$ cat src/rtl/neat_gene_pkg.sv
`default_nettype none
// ============================================================================
//  Module   : neat_gene_pkg
//  Brief    : Shared layer encodings, default gene field offsets and scanner
//             FSM state encodings for the NEAT genome datapath.
//  Revision : 1.0  initial release
// ============================================================================
package neat_gene_pkg;

   // Layer field values carried in each node gene
   localparam logic [1:0] LAYER_HID  = 2'b00;
   localparam logic [1:0] LAYER_IN   = 2'b01;
   localparam logic [1:0] LAYER_OUT  = 2'b10;
   localparam logic [1:0] LAYER_NONE = 2'b11;

   // Default bit positions of the node_id and layer fields in a gene word
   localparam int DEF_ID_LSB    = 40;
   localparam int DEF_LAYER_LSB = 53;

   // Scanner FSM states
   localparam logic [1:0] ST_IDLE = 2'd0;
   localparam logic [1:0] ST_SCAN = 2'd1;
   localparam logic [1:0] ST_DONE = 2'd2;

endpackage
`default_nettype wire

$ cat src/rtl/layer_range_acc.sv
`default_nettype none
// ============================================================================
//  Module   : layer_range_acc
//  Brief    : Min / max / saturating-count accumulator for the node IDs of a
//             single layer. clr reloads the empty-layer values.
//  Revision : 1.0  initial release
// ============================================================================
module layer_range_acc #(
   parameter int ATTR_SZ = 8,
   parameter int CNT_W   = 8
) (
   input  logic               clk,
   input  logic               rst,
   input  logic               clr,
   input  logic               en,
   input  logic [ATTR_SZ-1:0] id,
   output logic [ATTR_SZ-1:0] min,
   output logic [ATTR_SZ-1:0] max,
   output logic [CNT_W-1:0]   cnt
);

   logic [ATTR_SZ-1:0] r_min;
   logic [ATTR_SZ-1:0] r_max;
   logic [CNT_W-1:0]   r_cnt;

   // Track unsigned min/max and a count that sticks at all-ones
   always_ff @(posedge clk or posedge rst) begin
      if (rst) begin
         r_min <= '1;
         r_max <= '0;
         r_cnt <= '0;
      end else if (clr) begin
         r_min <= '1;
         r_max <= '0;
         r_cnt <= '0;
      end else if (en) begin
         if (id < r_min) r_min <= id;
         if (id > r_max) r_max <= id;
         if (r_cnt != {CNT_W{1'b1}}) r_cnt <= r_cnt + 1'b1;
      end
   end

   assign min = r_min;
   assign max = r_max;
   assign cnt = r_cnt;

endmodule
`default_nettype wire

$ cat src/rtl/node_range_scanner.sv
`default_nettype none
// ============================================================================
//  Module   : node_range_scanner
//  Brief    : Scans one genome's gene stream, gathering per-layer node ID
//             min/max/count, and reports the next free hidden node ID.
//  Revision : 1.0  initial release
// ============================================================================
module node_range_scanner
   import neat_gene_pkg::*;
#(
   parameter int GENE_SZ   = 64,
   parameter int ATTR_SZ   = 8,
   parameter int ID_LSB    = DEF_ID_LSB,
   parameter int LAYER_LSB = DEF_LAYER_LSB,
   parameter int CNT_W     = 8
) (
   input  logic               clk,
   input  logic               rst,
   input  logic               start,
   input  logic               gene_valid,
   output logic               gene_ready,
   input  logic               gene_last,
   input  logic [GENE_SZ-1:0] gene_in,
   output logic               busy,
   output logic               done,
   output logic [ATTR_SZ-1:0] hid_min,
   output logic [ATTR_SZ-1:0] hid_max,
   output logic [CNT_W-1:0]   hid_cnt,
   output logic [ATTR_SZ-1:0] in_min,
   output logic [ATTR_SZ-1:0] in_max,
   output logic [CNT_W-1:0]   in_cnt,
   output logic [ATTR_SZ-1:0] out_min,
   output logic [ATTR_SZ-1:0] out_max,
   output logic [CNT_W-1:0]   out_cnt,
   output logic [ATTR_SZ-1:0] next_id,
   output logic               id_overflow
);

   logic [1:0]         r_state;
   logic [1:0]         w_state_nxt;
   logic [ATTR_SZ-1:0] r_next_id;
   logic               r_id_overflow;

   logic               w_hs;
   logic               w_clr;
   logic               w_finish;
   logic [ATTR_SZ-1:0] w_id;
   logic [1:0]         w_layer;
   logic               w_is_node;
   logic [ATTR_SZ-1:0] w_max_a;
   logic [ATTR_SZ-1:0] w_max_b;
   logic [ATTR_SZ-1:0] w_max_all;
   logic               w_unused_bits;

   // Ready depends on state only, so there is no valid->ready path
   assign gene_ready = (r_state == ST_SCAN);
   assign busy       = (r_state != ST_IDLE);
   assign done       = (r_state == ST_DONE);
   assign w_hs       = gene_valid & gene_ready;
   assign w_clr      = (r_state == ST_IDLE) & start;
   assign w_finish   = w_hs & gene_last;

   assign w_id          = gene_in[ID_LSB +: ATTR_SZ];
   assign w_layer       = gene_in[LAYER_LSB +: 2];
   assign w_is_node     = (w_layer != LAYER_NONE);
   assign w_unused_bits = ^gene_in;

   // Next-state logic for the IDLE -> SCAN -> DONE -> IDLE sequence
   always_comb begin
      w_state_nxt = r_state;
      case (r_state)
         ST_IDLE: if (start)    w_state_nxt = ST_SCAN;
         ST_SCAN: if (w_finish) w_state_nxt = ST_DONE;
         ST_DONE:               w_state_nxt = ST_IDLE;
         default:               w_state_nxt = ST_IDLE;
      endcase
   end

   // State register
   always_ff @(posedge clk or posedge rst) begin
      if (rst) r_state <= ST_IDLE;
      else     r_state <= w_state_nxt;
   end

   layer_range_acc #(.ATTR_SZ(ATTR_SZ), .CNT_W(CNT_W)) u_acc_hid (
      .clk (clk), .rst (rst), .clr (w_clr),
      .en  (w_hs & (w_layer == LAYER_HID)), .id (w_id),
      .min (hid_min), .max (hid_max), .cnt (hid_cnt)
   );

   layer_range_acc #(.ATTR_SZ(ATTR_SZ), .CNT_W(CNT_W)) u_acc_in (
      .clk (clk), .rst (rst), .clr (w_clr),
      .en  (w_hs & (w_layer == LAYER_IN)), .id (w_id),
      .min (in_min), .max (in_max), .cnt (in_cnt)
   );

   layer_range_acc #(.ATTR_SZ(ATTR_SZ), .CNT_W(CNT_W)) u_acc_out (
      .clk (clk), .rst (rst), .clr (w_clr),
      .en  (w_hs & (w_layer == LAYER_OUT)), .id (w_id),
      .min (out_min), .max (out_max), .cnt (out_cnt)
   );

   // The final gene is still in flight when next_id is captured, so fold its
   // ID into the max directly instead of waiting for the accumulators
   always_comb begin
      w_max_a   = (hid_max > in_max) ? hid_max : in_max;
      w_max_b   = (out_max > w_max_a) ? out_max : w_max_a;
      w_max_all = (w_is_node && (w_id > w_max_b)) ? w_id : w_max_b;
   end

   // Capture next free ID on the SCAN -> DONE edge, clamping at all-ones
   always_ff @(posedge clk or posedge rst) begin
      if (rst) begin
         r_next_id     <= '0;
         r_id_overflow <= 1'b0;
      end else if (w_finish) begin
         if (w_max_all == {ATTR_SZ{1'b1}}) begin
            r_next_id     <= '1;
            r_id_overflow <= 1'b1;
         end else begin
            r_next_id     <= w_max_all + 1'b1;
            r_id_overflow <= 1'b0;
         end
      end
   end

   assign next_id     = r_next_id;
   assign id_overflow = r_id_overflow;

endmodule
`default_nettype wire

$ cat config.mk
export PLATFORM = sky130hd
export DESIGN_NAME = node_range_scanner
export DESIGN_NICKNAME = d
export VERILOG_FILES = /design/src/rtl/neat_gene_pkg.sv /design/src/rtl/layer_range_acc.sv /design/src/rtl/node_range_scanner.sv
export SDC_FILE = /design/constraint.sdc
export NUM_CORES = 1
export LEC_CHECK = 0
export CAP_MARGIN = 20
export CORE_UTILIZATION = 40
export DETAILED_ROUTE_END_ITERATION = 10
export GPL_TIMING_DRIVEN = 0
export MAX_ROUTING_LAYER = met4
export PLACE_DENSITY = 0.66
export RECOVER_POWER = 100
export SLEW_MARGIN = 20
export SYNTH_ARGS = -nofsm -noshare
export SYNTH_HDL_FRONTEND = slang
export SYNTH_HIERARCHICAL = 1
export SYNTH_SLANG_ARGS = --single-unit
$ cat constraint.sdc
create_clock -name clk -period 6.8 [get_ports clk]
set_input_delay 1.36 -clock clk [delete_from_list [all_inputs] [get_ports clk]]
set_output_delay 1.36 -clock clk [all_outputs]
set_load 0.02 [all_outputs]
==> metrics.cfg <==
[status]
status=complete, but fails checks
violations=max-capacitance violations, max-slew violations

[synth]
ys.flop_type=dfrtp_1
ys_ff_latch=83
synth_area_sq_um=6440
synth.area.top_cells=dfrtp_1 (23%), ha_1 (14%), dfstp_2 (9.8%)
synth_top_area_frac=0.229
ys_warn_count=6
synthCells=685
syn_area_per_cell_sq_um=9.41
synth_top_area_cell=dfrtp_1
async_flop_share=1.00
synth_fp_nets=826
ys_seq_area_frac=0.327
synth_cell_types=65
synth-edff-count=0

[cts]
cts_made_buffers=9
cts_tree=built
clock_path_buffers=2
htree_levels=3
cts.sink_count=83
clk_pin_slew_ns=0.07
root_buffer=clkbuf_16
ctsHoldBuffers=0
clk_latency_ns=0.35

[drt]
detail_route.wl_per_cell_microns=17.6
dr.pass1.iters=5
num_vias=5680
routed_wl_microns=18000
drt_iter0_drc=270
ant_nets=0
drc=0
vias_per_cell=5.56

[critical_path]
critical_path_arrival_ns=6.70
cpPeakStageDelay_ns=0.43
end_kind=register
cpMostUsedCell=ha_1
rr_startpoint=u_acc_in/max[1]$_DFFE_PP0P_
crit_start=u_acc_in/max[1]$_DFFE_PP0P_
crit_required_ns=7.01
critPathSlowestCell=dfrtp_2
critical_path_class=reg2reg
crit_fanout=10
startpoint_type=register

[floorplan]
dieArea_sq_um=16600
num_rows=46
ioPinCount=153
core_area_sq_um=15800
die_h_microns=129
start_util=0.407
die_w_microns=129

[finish]
layout_common_cells=dlygate4sd3_1 (90), nor2_1 (75), ha_1 (72)
fin_cells=1022
area_growth_pct=26.6
final_cell_area_sq_um=8160
final_common_cell=dlygate4sd3_1
nNetsFinal=942
antenna_cells=0
fillers=1450
drive_gt1_frac=0.114

[sta]
finalHoldViolCount=0
slew_headroom=-0.0634
hold_ws_ns=0.480
fin_ws_ns=0.309
setup_viol=0
finalCritPeriodShare=0.955
slew_viol_final=46
fmax_mhz=154
min_period_ns=6.49
finClkSkew_ns=0.0108
tightest_slew_ns=1.58

[grt]
antenna_found_initial=0
grt_pass1_vias=5770
grt.overflow.total=0
grt.total_usage=0.235
grt_max_degree=25
grt_pass1_wl_microns=29100

[place]
post_dp_cell_area_sq_um=7700
placed_cells=999
place_ws_ns=-0.570
dp_hpwl_microns=13500
place_congestion=0.908
portBuffers=98

[power]
power_density_nw_per_um2=615
ir_drop_mv=0.402
leakage_uw=0.00377

[worst_hold_path]
hold_class=reg2reg
min_from=next_id[7]$_DFFE_PP0P_

[run]
cap_violations=6

registers in the layout, summed over array words and instances, names as in the netlist:
| register | count |
|---|---|
| u_acc_in/max | 8 |
| u_acc_in/cnt | 8 |
| u_acc_hid/cnt | 8 |
| u_acc_in/min | 8 |
| u_acc_hid/max | 8 |
| u_acc_out/cnt | 8 |
| r_state | 2 |
| u_acc_hid/min | 8 |
| u_acc_out/max | 8 |
| id_overflow | 1 |
| next_id | 8 |
| u_acc_out/min | 8 |
synth_stat cells (all sizes together), types with 2 or more instances:
master	number
nor2b	7
a311oi	13
a211oi	13
ha	72
mux2i	57
o31ai	14
nor3b	5
nor3	12
a31oi	7
o31a	6
a22oi	4
o21bai	2
nor2	76
dfstp	24
and2	4
nor4b	2
o2111ai	3
inv	69
dfrtp	59
o211a	3
mux2	2
a41oi	6
and3	5
and4	13
a211o	4
xnor2	14
nand3	6
buf	3
o21ai	18
nand2	21
nand2b	48
o21a	11
clkbuf	18
nand4	10
a21oi	21
a21o	16
where the power goes:
group          switching (uW)  internal [uW]
logic                    2100           1610
clock network             202            343
registers                 127            638
total                    2430           2590
worst paths after layout:
kind | to | slack [ns] | cells past startpoint
max in group asynchronous | u_acc_in/max[5]$_DFFE_PP0P_ | 4.38 | 2
max reg2reg | next_id[6]$_DFFE_PP0P_ | 0.31 | 31
min in group asynchronous | r_state[0]$_DFFE_PP0P_ | 1.55 | 2
min reg2reg | next_id[7]$_DFFE_PP0P_ | 0.48 | 2
min | next_id[7]$_DFFE_PP0P_ | 0.48 | 2
max | next_id[6]$_DFFE_PP0P_ | 0.31 | 31
what timing repair did:
| action | 4_1_cts | 5_1_grt |
|---|---|---|
| gates cloned | 0 | 0 |
| resized for setup | 9 | 22 |
| pin swaps | 2 | 4 |
| buffers inserted | 2 | 6 |
| setup endpoints to repair | 9 | 9 |
metal layers:
metal / wire length (microns) / up-vias / global-route usage
li1: - / 2717 / -
met1: 8000 / 2750 / 0.285
met2: 8520 / 171 / 0.380
met3: 921 / 42 / 0.0565
met4: 555 / 0 / 0.0844
met5: 0 / - / -
cells by family after synthesis:
kind of cell | after synthesis | synth area share
multiplexers | 59 | 0.0920
XOR/XNOR | 14 | 0.0190
adder cells (fa/ha/maj) | 72 | 0.140
AND/OR/NAND/NOR | 213 | 0.176
buffers and inverters | 91 | 0.0546
flip-flops | 83 | 0.327
AO/OA/AOI/OAI | 153 | 0.192
cell type report:
cell class | count | area [sq um] | share of cell area
plain buffers | 20 | 87.6 | 0.0107
repair buffers | 106 | 1050 | 0.129
flip-flops and latches | 83 | 2120 | 0.259
well taps | 216 | 270 | 0.0331
clock inverters | 5 | 85.1 | 0.0104
clock buffers | 11 | 253 | 0.0310
multi-input cells | 511 | 4030 | 0.494
inverters | 70 | 263 | 0.0322
critical path: cells and delay by family (launching register included):
kind | cells | cell delay, ns
AOI/OAI and AO/OA | 14 | 2.29
adders and majority gates | 4 | 1.16
and+or+nand+nor | 6 | 1.26
buffers and inverters | 6 | 0.83
muxes | 1 | 0.35
DFF | 1 | 0.43
stage by stage:
stage / util / total power [uW] / TNS, ns
floorplan: - / 3190 / 0
global placement: 0.486 / 3980 / -2.76
detailed placement: 0.486 / 4060 / -3.90
CTS: 0.511 / 4750 / 0
global route: 0.516 / 5410 / -0.118
finish: 0.516 / 5020 / 0
No activity file was read; power rests on OpenSTA's default activity.
